## config.mk

```make
export PLATFORM = sky130hd
export DESIGN_NAME = timer_irq_ctrl
export DESIGN_NICKNAME = d
export VERILOG_FILES = /design/src/rtl/timer_pkg.sv /design/src/rtl/irq_prio_enc.sv /design/src/rtl/timer_irq_ctrl.sv
export SDC_FILE = /design/constraint.sdc
export NUM_CORES = 1
export LEC_CHECK = 0
export CELL_PAD_IN_SITES_DETAIL_PLACEMENT = 0
export CELL_PAD_IN_SITES_GLOBAL_PLACEMENT = 1
export CORE_MARGIN = 4
export CORE_UTILIZATION = 29
export DETAILED_ROUTE_END_ITERATION = 10
export HOLD_SLACK_MARGIN = 0.03
export MAX_ROUTING_LAYER = met4
export PLACE_DENSITY_LB_ADDON = 0.1
export SYNTH_ARGS = -nofsm -noshare
export SYNTH_HDL_FRONTEND = slang
export SYNTH_HIERARCHICAL = 1
export SYNTH_SLANG_ARGS = --single-unit
export TNS_END_PERCENT = 10
```

## constraint.sdc

```tcl
create_clock -name clk -period 1.4 [get_ports clk]
set_input_delay 0.21 -clock clk [delete_from_list [all_inputs] [get_ports clk]]
set_output_delay 0.21 -clock clk [all_outputs]
set_load 0.05 [all_outputs]
```

## src/rtl/timer_pkg.sv

```systemverilog
// Shared constants for the timer interrupt responder: per-channel source
// offsets and the handshake FSM encoding.
package timer_pkg;

    localparam int SRCS_PER_CH = 3;

    localparam int SRC_CMIA = 0;
    localparam int SRC_CMIB = 1;
    localparam int SRC_OVI  = 2;

    typedef enum logic [1:0] {
        IDLE = 2'd0,
        REQ  = 2'd1,
        DONE = 2'd2
    } irq_state_e;

    function automatic int src_index(input int ch, input int offset);
        return SRCS_PER_CH * ch + offset;
    endfunction

endpackage

```

## src/rtl/irq_prio_enc.sv

```systemverilog
// Fixed-priority encoder: reports whether any bit is set and the index of the
// lowest set bit (lowest index = highest priority).
module irq_prio_enc #(
    parameter int NUM_SRC = 12,
    parameter int VEC_W   = 4
) (
    input  logic [NUM_SRC-1:0] req_i,
    output logic               found_o,
    output logic [VEC_W-1:0]   idx_o
);

    always_comb begin
        found_o = 1'b0;
        idx_o   = '0;
        // Scan downward so the lowest set index is the last one written.
        for (int i = NUM_SRC - 1; i >= 0; i--) begin
            if (req_i[i]) begin
                found_o = 1'b1;
                idx_o   = VEC_W'(i);
            end
        end
    end

endmodule

```

## src/rtl/timer_irq_ctrl.sv

```systemverilog
// Interrupt responder for the 8-bit timer units: edge-captures CMIA/CMIB/OVI
// into pending flags, masks them with ier and hands one to the CPU by req/ack.
module timer_irq_ctrl
    import timer_pkg::*;
#(
    parameter int NUM_CH  = 4,
    parameter int NUM_SRC = 3 * NUM_CH,
    parameter int VEC_W   = 4
) (
    input  logic               clk,
    input  logic               rst_n,
    input  logic [NUM_CH-1:0]  cmia,
    input  logic [NUM_CH-1:0]  cmib,
    input  logic [NUM_CH-1:0]  ovi,
    input  logic               ier_we,
    input  logic [NUM_SRC-1:0] ier_wdata,
    input  logic [NUM_SRC-1:0] pend_clr,
    output logic               irq_req,
    output logic [VEC_W-1:0]   irq_vec,
    input  logic               irq_ack,
    output logic [NUM_SRC-1:0] pending,
    output logic [NUM_SRC-1:0] ier,
    output logic [1:0]         dbg_state
);

    // Handshake: irq_req stays high with irq_vec stable until irq_ack is seen
    // high at a rising edge; irq_ack outside REQ is ignored.

    logic [NUM_SRC-1:0] src_in;
    logic [NUM_SRC-1:0] src_prev_q;
    logic               armed_q;
    logic [NUM_SRC-1:0] rise;
    logic [NUM_SRC-1:0] ack_clr;
    logic [NUM_SRC-1:0] pending_q, pending_d;
    logic [NUM_SRC-1:0] ier_q, ier_d;
    logic               found;
    logic [VEC_W-1:0]   found_idx;
    irq_state_e         state_q;
    logic               irq_req_q;
    logic [VEC_W-1:0]   irq_vec_q;
    logic               ack_fire;

    always_comb begin
        src_in = '0;
        for (int c = 0; c < NUM_CH; c++) begin
            src_in[src_index(c, SRC_CMIA)] = cmia[c];
            src_in[src_index(c, SRC_CMIB)] = cmib[c];
            src_in[src_index(c, SRC_OVI)]  = ovi[c];
        end
    end

    // The first edge after reset only primes src_prev, so a level that was
    // already high across reset is not mistaken for a fresh event.
    assign rise     = armed_q ? (src_in & ~src_prev_q) : '0;
    assign ack_fire = (state_q == REQ) && irq_ack;

    always_comb begin
        ack_clr = '0;
        if (ack_fire) begin
            ack_clr[irq_vec_q] = 1'b1;
        end
    end

    // A set from a rising edge wins over any clear in the same cycle.
    assign pending_d = (pending_q & ~(pend_clr | ack_clr)) | rise;
    assign ier_d     = ier_we ? ier_wdata : ier_q;

    always_ff @(posedge clk) begin
        if (!rst_n) begin
            src_prev_q <= '0;
            armed_q    <= 1'b0;
            pending_q  <= '0;
            ier_q      <= '0;
        end else begin
            src_prev_q <= src_in;
            armed_q    <= 1'b1;
            pending_q  <= pending_d;
            ier_q      <= ier_d;
        end
    end

    irq_prio_enc #(
        .NUM_SRC (NUM_SRC),
        .VEC_W   (VEC_W)
    ) u_prio_enc (
        .req_i   (pending_q & ier_q),
        .found_o (found),
        .idx_o   (found_idx)
    );

    always_ff @(posedge clk) begin
        if (!rst_n) begin
            state_q   <= IDLE;
            irq_req_q <= 1'b0;
            irq_vec_q <= '0;
        end else begin
            case (state_q)
                IDLE: begin
                    if (found) begin
                        state_q   <= REQ;
                        irq_req_q <= 1'b1;
                        irq_vec_q <= found_idx;
                    end
                end
                REQ: begin
                    if (irq_ack) begin
                        state_q   <= DONE;
                        irq_req_q <= 1'b0;
                    end
                end
                DONE: begin
                    state_q   <= IDLE;
                    irq_req_q <= 1'b0;
                end
                default: begin
                    state_q   <= IDLE;
                    irq_req_q <= 1'b0;
                end
            endcase
        end
    end

    assign irq_req   = irq_req_q;
    assign irq_vec   = irq_vec_q;
    assign pending   = pending_q;
    assign ier       = ier_q;
    assign dbg_state = state_q;

endmodule

```

Yosys cells after proc, flatten, opt, wreduce, memory -nomap -nowiden

Cells that the tools add are included.

Bits in registers: 44
Output and inout port bits: 31
Logic and storage cells: 59

$lt $le $gt $ge: 2
Equality and inequality tests: 3
Muxes and demuxes: 35
Bitwise logic cells: 7
Reduce and logical (&&, ||, !) cells: 5

Operator list:

| kind                                                                                 | number |
|---|---|
| 4-bit two-way mux                                                                    | 12 |
| 12-bit bitwise AND                                                                   | 3 |
| 12-bit two-way mux                                                                   | 2 |
| 12-bit NOT                                                                           | 2 |
| 12-bit OR                                                                            | 2 |
| 1-bit two-way mux                                                                    | 16 |
| 4-bit by 5-bit < comparator with 1-bit output (second input constant)                | 1 |
| 1-bit demux with 4-bit select                                                        | 1 |
| 4-bit by 1-bit greater-or-equal comparator with 1-bit output (second input constant) | 1 |
| 2-bit two-way mux                                                                    | 2 |
| 2-bit inequality test (second input constant)                                        | 2 |
| 2-bit case mux with 2 select lines                                                   | 1 |
| 2-bit AND reduction                                                                  | 2 |
| 2-bit by 1-bit == test with 1-bit output (second input constant)                     | 1 |
| 1-bit logical AND                                                                    | 2 |
| 2-bit logical NOT                                                                    | 1 |
| 1-bit case mux with 2 select lines                                                   | 1 |

Logic depth before layout (Yosys ltp)

Gate-level depths: netlist (run 1).

Word-level depth: 15
Mapped depth: 7

Cells and area by module

Netlist (run 1), hierarchy kept.

Modules (own cells, without submodules):

| module         | instances | cells an instance | area each (um2) | sequential area each (um2) |
|---|---|---|---|---|
| timer_irq_ctrl | 1         | 173               | 1775.5          | 880.8 |
| irq_prio_enc   | 1         | 22                | 128.9           | 0.0 |

Worst setup path before layout (run 1)

Ideal clock, no wire load.

Path type: flip-flop to flip-flop
Start point: register pending_q[6] (netlist: pending[6])
End point: register irq_vec_q[3] (netlist: irq_vec[3])
Arrival time: 1.617 ns
Data required time: 1.282 ns
Setup slack: -0.335 ns
Cell stages (with the launch flop): 7
Path buffers: 0
Cells stage by stage: dfxtp_1 > and2_1 > nor4_2 > nand3_1 > nor3b_4 > mux2i_1 > nor2b_1

Word-level cells in the longest chain between the ends: 9
Elaborated cells on any way between the ends: 16
Classes of those cells: mux: 14; bitwise: 1; reduce/logical: 1

RTL lines:

| element                         | line                  | source |
|---|---|---|
| start: declaration              | timer_irq_ctrl.sv:34  | `logic [NUM_SRC-1:0] pending_q, pending_d;` |
| start signal: assignment        | timer_irq_ctrl.sv:77  | `pending_q <= pending_d;` |
| 12-bit bitwise AND              | timer_irq_ctrl.sv:86  | `.req_i (pending_q & ier_q),` |
| 1-bit two-way mux (7 in series) | irq_prio_enc.sv:17    | `if (req_i[i]) begin` |
| via found                       | timer_irq_ctrl.sv:36  | `logic found;` |
| 2-bit AND reduction (no line)   | -                     |  |
| end signal: assignment          | timer_irq_ctrl.sv:102 | `irq_vec_q <= found_idx;` |
| end: declaration                | timer_irq_ctrl.sv:40  | `logic [VEC_W-1:0] irq_vec_q;` |

The timed path passes the listed nets, and every way through them passes these cells.
A chain may end at the register's enable or synchronous reset.

Worst setup path after layout (run 1)

Start point: register pending_q[7] (netlist: pending[7])
End point: register irq_vec_q[0] (netlist: irq_vec[0])

Word-level cells in the longest chain between the ends: 10
Elaborated cells on any way between the ends: 18
Classes of those cells: mux: 16; bitwise: 1; reduce/logical: 1

RTL lines:

| element                         | line |
|---|---|
| 12-bit bitwise AND              | timer_irq_ctrl.sv:86 |
| 1-bit two-way mux (8 in series) | irq_prio_enc.sv:17 |
| via found                       | timer_irq_ctrl.sv:36 |
| 2-bit AND reduction (no line)   | - |

The timed path passes the listed nets, and every way through them passes these cells.

==> flow_summary.ini, run 1 <==
[status]
outcome = finished, violations left
violations = setup timing

[yosys]
ys.warnings.count = 6
synth.area.mux_share_pct = 8.41
synth_top_family_by_area = simple AND/OR/NAND/NOR gates
ys_ff_latch = 44
yosysUniqueCellTypes = 33
synthesis.nets = 235
synth_xor_area_share_pct = 0
syn_area_um2 = 1900
synth_compound_area_share_pct = 9.46
synth_edf_count = 0
ys_seq_area_share_pct = 46.3
synthSimpleGateAreaFrac_pct = 32.7
syn-mean-instance-area_um2 = 9.77
synth_cells = 195
ys.flop_type = dfxtp_1
synth_fa_ha_area_share_pct = 0
async_flop_share_pct = 0

[job]
drv_cap = 0

[route]
viasPerCell = 4.54
routed_wl_um = 5420
dr_total_vias = 1789
drc = 0
ant_nets = 0
wl_per_cell_um = 13.8
firstDrtPassIters = 5
first_iter_violations = 56

[critical_path]
cp.arrival_ns = 1.71
cpPeakStageDelay_ns = 0.35
cp_slowest_cell = dfxtp_4
r2r_slack_ns = -0.12
cp.required_ns = 1.59
cp-end-kind = flop
rr_endpoint = irq_vec[0]
path_cells = and2_4 -> nor4_4 -> nand3_1 -> nor3b_4 -> mux2i_1 -> nor2b_1
reg2regPathDepth = 6
cp-start-kind = flop
worstReg2RegStart = pending[7]
crit_fanout = 4
path_class = flop to flop

[clocking]
cts_made_buffers = 5
worstSkewPairLatency_ns = 0.29
clock_path_buffers = 2
cts_tree = yes
h-tree-depth = 2
root_buffer = clkbuf_8
clk_pin_slew_ns = 0.08
cts_sinks = 44
hold_buffers = 0

[final_layout]
nets = 356
final_layout_size_suffix_gt1_share_pct = 40.7
syn_to_final_growth_pct = 90.5
diodes = 0

[sta]
fmax_mhz = 660
relSlewSlack_pct = 73.3
grt_setup_unrepaired = yes
setup_slack_ns = -0.116
worst_slew_pin_slew_ns = 0.400
clock_skew_ns = 0.00460
fin_crit_sh_pct = 108
hold_viol_final = 0
setup_viol = 4
hold_ws_ns = 0.476
slew_violations = 0
finalCriticalPeriod_ns = 1.52

[worst_hold_path]
min_path_cells = 2
min_path_type = flop to flop
min_from = src_prev_q[5]
worstHoldEndpoint = pending[5]

[grt]
grt.total_usage_pct = 14.7
overflow = 0
antenna_found_initial = 0
grt_pass1_wl_um = 8580
first_global_vias = 1775
grt_max_degree = 27

[power_and_ir_drop]
power.density_nw_per_um2 = 834
p_leak_nw = 1.49
p_total_mw = 3.03
ir_worst_vdd_mv = 0.569

[floorplan]
die-height_um = 89.0
initial_core_util_pct = 30.0
core-area_um2 = 6350
io_pins = 71
std_cell_rows = 29
die_area_um2 = 7930
die_x_um = 89.0

[place]
numPortBuffers = 70
globalplace.congestion = 0.715
place_hpwl_um = 4400
## report_power, final
group | total, mW | internal [mW] | switching, mW
Combinational | 0.871 | 0.487 | 0.384
Sequential | 1.35 | 1.31 | 0.0437
Clock | 0.806 | 0.403 | 0.403
## cell usage after synthesis, types with 4 or more instances
master    count  area, um2
nand2_1      11       41.3
nand3b_1      6       45.0
dfxtp_1      44        881
nor2_1        7       26.3
mux2i_1      16        160
nand2b_1      6       37.5
nor4_1        5       31.3
nand4b_1      8       70.1
and2_1       24        150
inv_1         4       15.0
nor2b_1      18        113
clkbuf_1      4       15.0
a21oi_1       4       20.0
o31ai_1       7       52.6
nor3_1        4       20.0
## worst max-delay path by stage
stage                     start         end  slack (ns)  cells past startpoint
global placement    pending[11]  irq_vec[3]       -0.14                      6
global route         pending[7]  irq_vec[3]       -0.25                      6
CTS                  pending[8]  irq_vec[0]       -0.08                      6
finish               pending[7]  irq_vec[0]       -0.12                      6
detailed placement      irq_ack  pending[2]       -0.16                      4
floorplan            pending[4]  irq_vec[3]       -0.11                      6
## worst max-delay path, delay by kind of cell, from the launching register on
| kind | cells | cell delay [ns] |
|---|---|---|
| multiplexers | 1 | 0.15 |
| AND/OR/NAND/NOR | 5 | 0.92 |
| flip-flops | 1 | 0.35 |
## cells by family after synthesis
logic type             count (synthesis)
AO/OA/AOI/OAI                         25
buffers and inverters                 13
flip-flops                            44
multiplexers                          16
AND/OR/NAND/NOR                       97
## metrics by stage
step	setup WS, ns	cell area [um2]	TNS, ns	utilization (%)	cells
6_report	-0.116	3630	-0.440	57.1	394
5_1_grt	-0.255	3630	-1.11	57.1	394
4_1_cts	-0.0837	3600	-0.302	56.8	392
3_5_place_dp	-0.157	3490	-1.22	55.0	383
3_3_place_gp	-0.137	3490	-1.08	55.0	383
2_1_floorplan	-0.109	2020	-0.933	-	195
## final cells by class
cell class                      count  area [um2]
Timing Repair Buffer              122        1440
Tap cell                           77        96.3
Sequential cell                    44         963
Fill cell                         571        2720
Clock buffer                        8        90.1
Multi-Input combinational cell    138        1020
Inverter                            5        18.8
## cells in the final DEF, fill, tap and decap left out, types with 2 or more instances in the layout
master / count
mux2i_1: 16
nor3_1: 4
a21oi_1: 4
and3b_1: 2
o311ai_1: 3
nor2b_1: 18
nor4_1: 4
clkdlybuf4s50_1: 39
buf_4: 49
inv_1: 4
dfxtp_4: 21
and2_1: 17
nand4b_1: 8
dfxtp_2: 3
nor2_1: 7
a21boi_0: 2
o31ai_1: 7
clkbuf_1: 2
nand2_1: 11
nor4_4: 3
nand2b_1: 5
o21ai_1: 3
and2_4: 6
buf_12: 34
dfxtp_1: 20
nand3b_1: 6
clkbuf_8: 6
## registers in the layout (all words and copies together) (netlist names)
signal      cells
armed_q         1
src_prev_q     12
irq_vec         4
pending        12
ier            12
dbg_state       2
irq_req         1
## per-layer routing
metal  GRT usage (%)  routed length [um]  vias up
li1                -                   -      928
met2            23.5                2600       47
met5               -                   0        -
met1            18.9                2480      809
met3            2.76                 292        5
met4            4.06                  43        0
## repair_timing
item / in CTS / in global routing
setup buffers: 1 / 2
setup endpoints to repair: 6 / 6
pin swaps: 2 / 3
resized for setup: 3 / 1
Power figures use the tool's default switching activity.
==> inputs of run 2 (changes only) <==
--- a/config.mk
+++ b/config.mk
@@ -9,6 +9,7 @@
 export CELL_PAD_IN_SITES_GLOBAL_PLACEMENT = 1
 export CORE_MARGIN = 4
 export CORE_UTILIZATION = 29
+export CTS_CLUSTER_DIAMETER = 80
 export DETAILED_ROUTE_END_ITERATION = 10
 export HOLD_SLACK_MARGIN = 0.03
 export MAX_ROUTING_LAYER = met4
==> results of run 2 <==
Final layout, timing and power as in run 1 (identical DEF).
==> inputs of run 3 (changes only) <==
--- a/config.mk
+++ b/config.mk
@@ -12,7 +12,6 @@
 export CTS_CLUSTER_DIAMETER = 80
 export DETAILED_ROUTE_END_ITERATION = 10
 export HOLD_SLACK_MARGIN = 0.03
-export MAX_ROUTING_LAYER = met4
 export PLACE_DENSITY_LB_ADDON = 0.1
 export SYNTH_ARGS = -nofsm -noshare
 export SYNTH_HDL_FRONTEND = slang
==> flow_summary.ini, run 3 (synthesis gave the netlist of run 1 again) <==
[sta]
hold_viol_final = 0
setup_viol = 4
fin_crit_sh_pct = 108
grt_setup_unrepaired = yes
slew_violations = 0
finalCriticalPeriod_ns = 1.52
fmax_mhz = 659
worst_slew_pin_slew_ns = 0.390
setup_slack_ns = -0.116
relSlewSlack_pct = 74.0
clock_skew_ns = 0.00461

[final_layout]
fillers = 571
fin_area_um2 = 3630
final_cell_mix = buf_4, clkdlybuf4s50_1, buf_12
final_layout_size_suffix_gt1_share_pct = 40.7
diodes = 0
layout_commonest_cell = buf_4
nets = 356
stdcell_count = 394
syn_to_final_growth_pct = 90.5

[status]
outcome = finished, violations left
violations = setup timing

[floorplan]
die_x_um = 89.0
initial_core_util_pct = 30.0
std_cell_rows = 29
die-height_um = 89.0
core-area_um2 = 6350
io_pins = 71
die_area_um2 = 7930

[job]
drv_cap = 0

[power_and_ir_drop]
power.density_nw_per_um2 = 834
ir_worst_vdd_mv = 0.568
p_leak_nw = 1.49
p_total_mw = 3.02

[critical_path]
endpoint = irq_vec[0]
cp-start-kind = flop
r2r_slack_ns = -0.12
cp-end-kind = flop
reg2regPathDepth = 6
worstSetupStartpoint = pending[7]
path_class = flop to flop
cp.required_ns = 1.59
cp.arrival_ns = 1.71
rr_endpoint = irq_vec[0]
worstReg2RegStart = pending[7]
crit_fanout = 4

[clocking]
worstSkewPairLatency_ns = 0.29
root_buffer = clkbuf_8
cts_sinks = 44
hold_buffers = 0
cts_made_buffers = 5
h-tree-depth = 2
cts_tree = yes
clk_pin_slew_ns = 0.08
clock_path_buffers = 2

[grt]
grt_max_degree = 27
first_global_vias = 1774
grt_pass1_wl_um = 8590
overflow = 0
grt.total_usage_pct = 14.2
antenna_found_initial = 0

[route]
drc = 0
dr_total_vias = 1781
wl_per_cell_um = 13.8
firstDrtPassIters = 4
viasPerCell = 4.52
ant_nets = 0
routed_wl_um = 5420
first_iter_violations = 55

[place]
numPortBuffers = 70
preCtsSetupSlack_ns = -0.157
placed_cells = 383
place_hpwl_um = 4400
globalplace.congestion = 0.707
placed_area_um2 = 3490

[worst_hold_path]
min_path_type = flop to flop
run 3: power by group:
group,internal [mW],switching [mW]
combinational,0.487,0.384
clock,0.403,0.401
sequential,1.31,0.0435
run 3: worst min path at each step:
stage	start	depth (start not counted)	end
3_3_place_gp	src_prev_q[5]	2	pending[5]
2_1_floorplan	rst_n	0	armed_q
6_report	src_prev_q[5]	2	pending[5]
5_1_grt	pend_clr[2]	2	pending[2]
3_5_place_dp	src_prev_q[5]	2	pending[5]
4_1_cts	pend_clr[3]	2	pending[3]
run 3: cell type report:
type	instances	area, um2	share of cell area [%]
flip-flops and latches	44	963	26.6
inverters	5	18.8	0.517
well taps	77	96.3	2.66
repair buffers	122	1440	39.7
multi-input cells	138	1020	28.1
clock buffers	8	90.1	2.48
run 3: metrics by stage:
stage	TNS, ns	utilization, %	hold WS [ns]
after floorplan	-0.933	-	0.238
after global placement	-1.08	55.0	0.459
after detailed placement	-1.22	55.0	0.468
after CTS	-0.302	56.8	0.469
after global routing	-1.11	57.1	0.482
final	-0.439	57.1	0.476
run 3: per-layer routing:
layer  part of all wire, %  track usage [%]  wire, um
met5                     0                0         0
met1                    46             18.9      2480
met3                   5.5             2.86       296
met4                  0.53             4.06        29
met2                    48             23.5      2620
run 3: worst max-delay path, stage by stage (launching register included):
cell and delay, ns:
dfxtp_4 0.35, and2_4 0.17, nor4_4 0.33, nand3_1 0.15, nor3b_4 0.21, mux2i_1 0.15, nor2b_1 0.06
run 3: repair_timing:
item / 4_1_cts / 5_1_grt
buffers inserted: 1 / 2
setup endpoints to repair: 6 / 6
resized for setup: 3 / 1
pin swaps: 2 / 3
==> RTL edit 1, RTL diff (flow settings as in run 1) <==
`VEC_W` is set to 4 in 2 places; all go to 6.
--- a/src/rtl/irq_prio_enc.sv
+++ b/src/rtl/irq_prio_enc.sv
@@ -2,7 +2,7 @@
 // lowest set bit (lowest index = highest priority).
 module irq_prio_enc #(
     parameter int NUM_SRC = 12,
-    parameter int VEC_W   = 4
+    parameter int VEC_W   = 6
 ) (
     input  logic [NUM_SRC-1:0] req_i,
     output logic               found_o,
--- a/src/rtl/timer_irq_ctrl.sv
+++ b/src/rtl/timer_irq_ctrl.sv
@@ -5,7 +5,7 @@
 #(
     parameter int NUM_CH  = 4,
     parameter int NUM_SRC = 3 * NUM_CH,
-    parameter int VEC_W   = 4
+    parameter int VEC_W   = 6
 ) (
     input  logic               clk,
     input  logic               rst_n,
Interface: changed (resized irq_vec); port bits go from 71 to 73. The function was not compared with the original's and may differ.
==> RTL edit 1 against run 1 <==
- total power grew 13%
- synthesized cell count grew 6.7%
- worst hold slack gained 9.2 ps
- global-route usage grew 0.54 points
- clock skew shrank 0.79 ps
- sequential cell count grew 2
- area after synthesis grew 4.7%
- the flow still finishes with violations (setup timing)
- largest power group unchanged
- routed wire length grew 9.3%
- final area grew 4.8%
- worst setup slack lost 40 ps
==> RTL edit 1: results (changes against run 1) <==
stage,metric,value,unit,change
status,outcome,"complete, but fails checks",,
status,failing checks,setup timing,,
global_route,met1 Resource Use GR,20.5,%,+1.6 points
power,NetSw,919,uW,+11%
final_layout,fraction of area in multi-input gates,28.9,%,+0.80 points
global_route,global-route wire length before repair,9860,um,+15%
detailed_routing,total wire length,5920,um,+9.3%
detailed_routing,wire per inst,14.5,um,+5.6%
detailed_routing,Detailed Routing Iterations Pass 1,4,,-1
timing,Final setup violation count,9,,+5
placed_design,Post-DP HPWL,4850,um,+10%
synth,"Distinct cells, synth",40,,+21%
global_route,largest net degree at the start of global routing,15,,-44%
final_layout,clock network area share,3.36,%,+0.87 points
timing,setup slack after layout,-156,ps,-40.2 ps
global_route,met3 Use GR,2.98,%,+0.21 points
timing,Worst Skew,3.81,ps,-0.794 ps
global_route,met2 global-route usage,23.2,%,-0.37 points
detailed_routing,met2 wire length,2700,um,+3.7%
synth,mean area per synthesized cell,9.59,um^2,-1.8%
final_layout,Non-clock buffering overhead,37.9,%,-1.8 points
final_layout,register area,1020,um^2,+5.8%
global_route,number of global-route vias before repair,1968,,+11%
global_route,GRT Util Overall,15.2,%,+0.54 points
power,peak supply drop,523,uV,-8.1%
detailed_routing,Routed met3 length,255,um,-13%
final_layout,multi-input gate count,150,,+8.7%
placed_design,Placed Instances,400,,+4.4%
==> RTL edit 1: final timing paths <==
check | from | to | cells after the start | slack (ps)
min reg2reg | src_prev_q[1] | pending[1] | 2 | 490
min | src_prev_q[1] | pending[1] | 2 | 490
max reg2reg | pending[0] | irq_vec[3] | 6 | -160
max | pending[0] | irq_vec[3] | 6 | -160
==> RTL edit 1: what timing repair did <==
item / CTS / global route
setup endpoints to repair: 10 / 12
resized for setup: 1 / 5
pin swaps: 5 / 7
==> RTL edit 1: worst max-delay path, stage by stage, from the launching register on <==
cell and delay [ps]:
dfxtp_4 360, and2_4 140, nor4_4 370, nand3_2 140, nor3b_4 210, mux2i_1 160
nor2_1 60
==> RTL edit 1: per-stage QoR <==
step                      power, uW  setup TNS, ps  setup slack (ps)  cell area, um^2
after floorplan                1850          -1050              -126             2150
after global placement         2370          -1650              -173             3640
after detailed placement       2370          -2040              -168             3640
after CTS                      3460           -997              -175             3780
after global routing           3590          -1610              -250             3800
final                          3420           -880              -156             3800
==> RTL edit 2, RTL diff (settings of run 1) <==
Made on the original files. Register the input `irq_ack` before use. The logic sees it one clock later. The other inputs are not delayed to match.
--- a/src/rtl/timer_irq_ctrl.sv
+++ b/src/rtl/timer_irq_ctrl.sv
@@ -22,6 +22,12 @@
     output logic [NUM_SRC-1:0] ier,
     output logic [1:0]         dbg_state
 );
+
+    logic irq_ack_q;
+
+    always_ff @(posedge clk) begin
+        irq_ack_q <= irq_ack;
+    end
 
     // Handshake: irq_req stays high with irq_vec stable until irq_ack is seen
     // high at a rising edge; irq_ack outside REQ is ignored.
@@ -52,7 +58,7 @@
     // The first edge after reset only primes src_prev, so a level that was
     // already high across reset is not mistaken for a fresh event.
     assign rise     = armed_q ? (src_in & ~src_prev_q) : '0;
-    assign ack_fire = (state_q == REQ) && irq_ack;
+    assign ack_fire = (state_q == REQ) && irq_ack_q;
 
     always_comb begin
         ack_clr = '0;
@@ -103,7 +109,7 @@
                     end
                 end
                 REQ: begin
-                    if (irq_ack) begin
+                    if (irq_ack_q) begin
                         state_q   <= DONE;
                         irq_req_q <= 1'b0;
                     end
Check against the original RTL: not equivalent (a bounded check fails within 10 cycles, from zero or initial values and one cycle with rst_n low).
==> RTL edit 2 against run 1 <==
- synthesized cell count rose by 0.51%
- critical path depth unchanged
- highest routed layer unchanged
- sequential cell count is 1 higher
- final area is essentially flat
- total power increased by 5.6%
- routed wire length up 3.8%
- worst setup slack improved by 30 ps
- global-route usage is 0.82 points higher
- the flow still finishes with violations (setup timing)
- core utilization down 0.29 points
- fmax is 2.0% higher
- area after synthesis grew 1.1%
- die area is 0.96% higher
- first-iteration DRC count shrank 11%
==> RTL edit 2: results (changes against run 1) <==
stage,metric,value,unit,change
final_layout,clock network area share,3.07,%,+0.58 points
final_layout,register area,983,um^2,+2.1%
timing,Worst Skew,5.85,ps,+1.25 ps
timing,relative slew slack,69.7,%,-3.6 points
status,failing checks,setup timing,,
power,NetSw,877,uW,+5.5%
global_route,largest net degree at the start of global routing,28,,+3.7%
global_route,global-route wire length before repair,8990,um,+4.7%
worst_hold_path,Worst Hold Endpoint,irq_ack_q,,
final_layout,Nets,350,,-1.7%
final_layout,fraction of area in multi-input gates,29.2,%,+1.0 points
detailed_routing,Avg Vias per Cell,4.52,,-0.50%
detailed_routing,Detailed Routing Iterations Pass 1,4,,-1
final_layout,nonclk buf count,115,,-5.7%
timing,setup slack after layout,-86.0,ps,+30.2 ps
power,internal power,2320,uW,+5.7%
synth,Post-Syn Nets,236,,+0.43%
final_layout,Layout fillers,515,,-9.8%
detailed_routing,total wire length,5620,um,+3.8%
clock_tree,clock tree sinks,45,,+2.3%
power,peak supply drop,550,uV,-3.3%
critical_path,CP arrival,1680,ps,-30 ps
final_layout,layout cells sized above 1,41.8,%,+1.1 points
worst_hold_path,WHS Path Cells,1,,-1
detailed_routing,Initial DRC Count,50,,-11%
power,LEAKAGE,0.00148,uW,-0.35%
clock_tree,number of setup buffers added after CTS,0,,-1
timing,Final setup violation count,4,,unchanged
placed_design,Post-DP HPWL,4660,um,+5.8%
synth,"top cells by area, synth","dfxtp_1 (47%), mux2i_1 (8.3%), and2_1 (7.8%)",,
worst_hold_path,Hold Crit Class,in2reg,,
timing,setup TNS,-283,ps,+157 ps
critical_path,Worst R2R Start,ier[0],,
power,Clk. pwr,957,uW,+19%
global_route,GRT Util Overall,15.5,%,+0.82 points
placed_design,DP Area,3460,um^2,-1.0%
clock_tree,PostCTS Resize Cnt,5,,+2
status,outcome,"complete, but fails checks",,
synth,sequential share of the synthesized area,46.8,%,+0.56 points
power,Reg power frac,43.0,%,-1.6 points
global_route,number of global-route vias before repair,1750,,-1.4%
==> RTL edit 2: cell types whose count changed after synthesis, sizes merged <==
cell / delta
dfxtp: +1
==> RTL edit 2: layer usage <==
metal | share of wire, % | wire length, um | track usage (%)
met5 | 0 | 0 | -
met4 | 1.4 | 80 | 5.14
met2 | 45 | 2510 | 22.9
met3 | 6.7 | 374 | 3.50
met1 | 47 | 2660 | 20.8
==> RTL edit 2: logic make-up (layout without fill, tap and decap cells) <==
group,count (synthesis),count (layout),synth area share [%]
multiplexers,16,16,8.32
AO/OA/AOI/OAI,25,25,9.36
flip-flops,45,45,46.8
AND/OR/NAND/NOR,97,97,32.4
buffers and inverters,13,128,3.12
==> RTL edit 2: through the flow <==
stage	cells	hold slack (ps)	utilization, %	worst slack [ps]
final	388	349	56.8	-86.0
after global routing	388	332	56.8	-161
after CTS	388	341	56.2	-93.0
after detailed placement	380	455	54.2	-137
after global placement	380	455	54.2	-64.3
after floorplan	196	238	-	-109
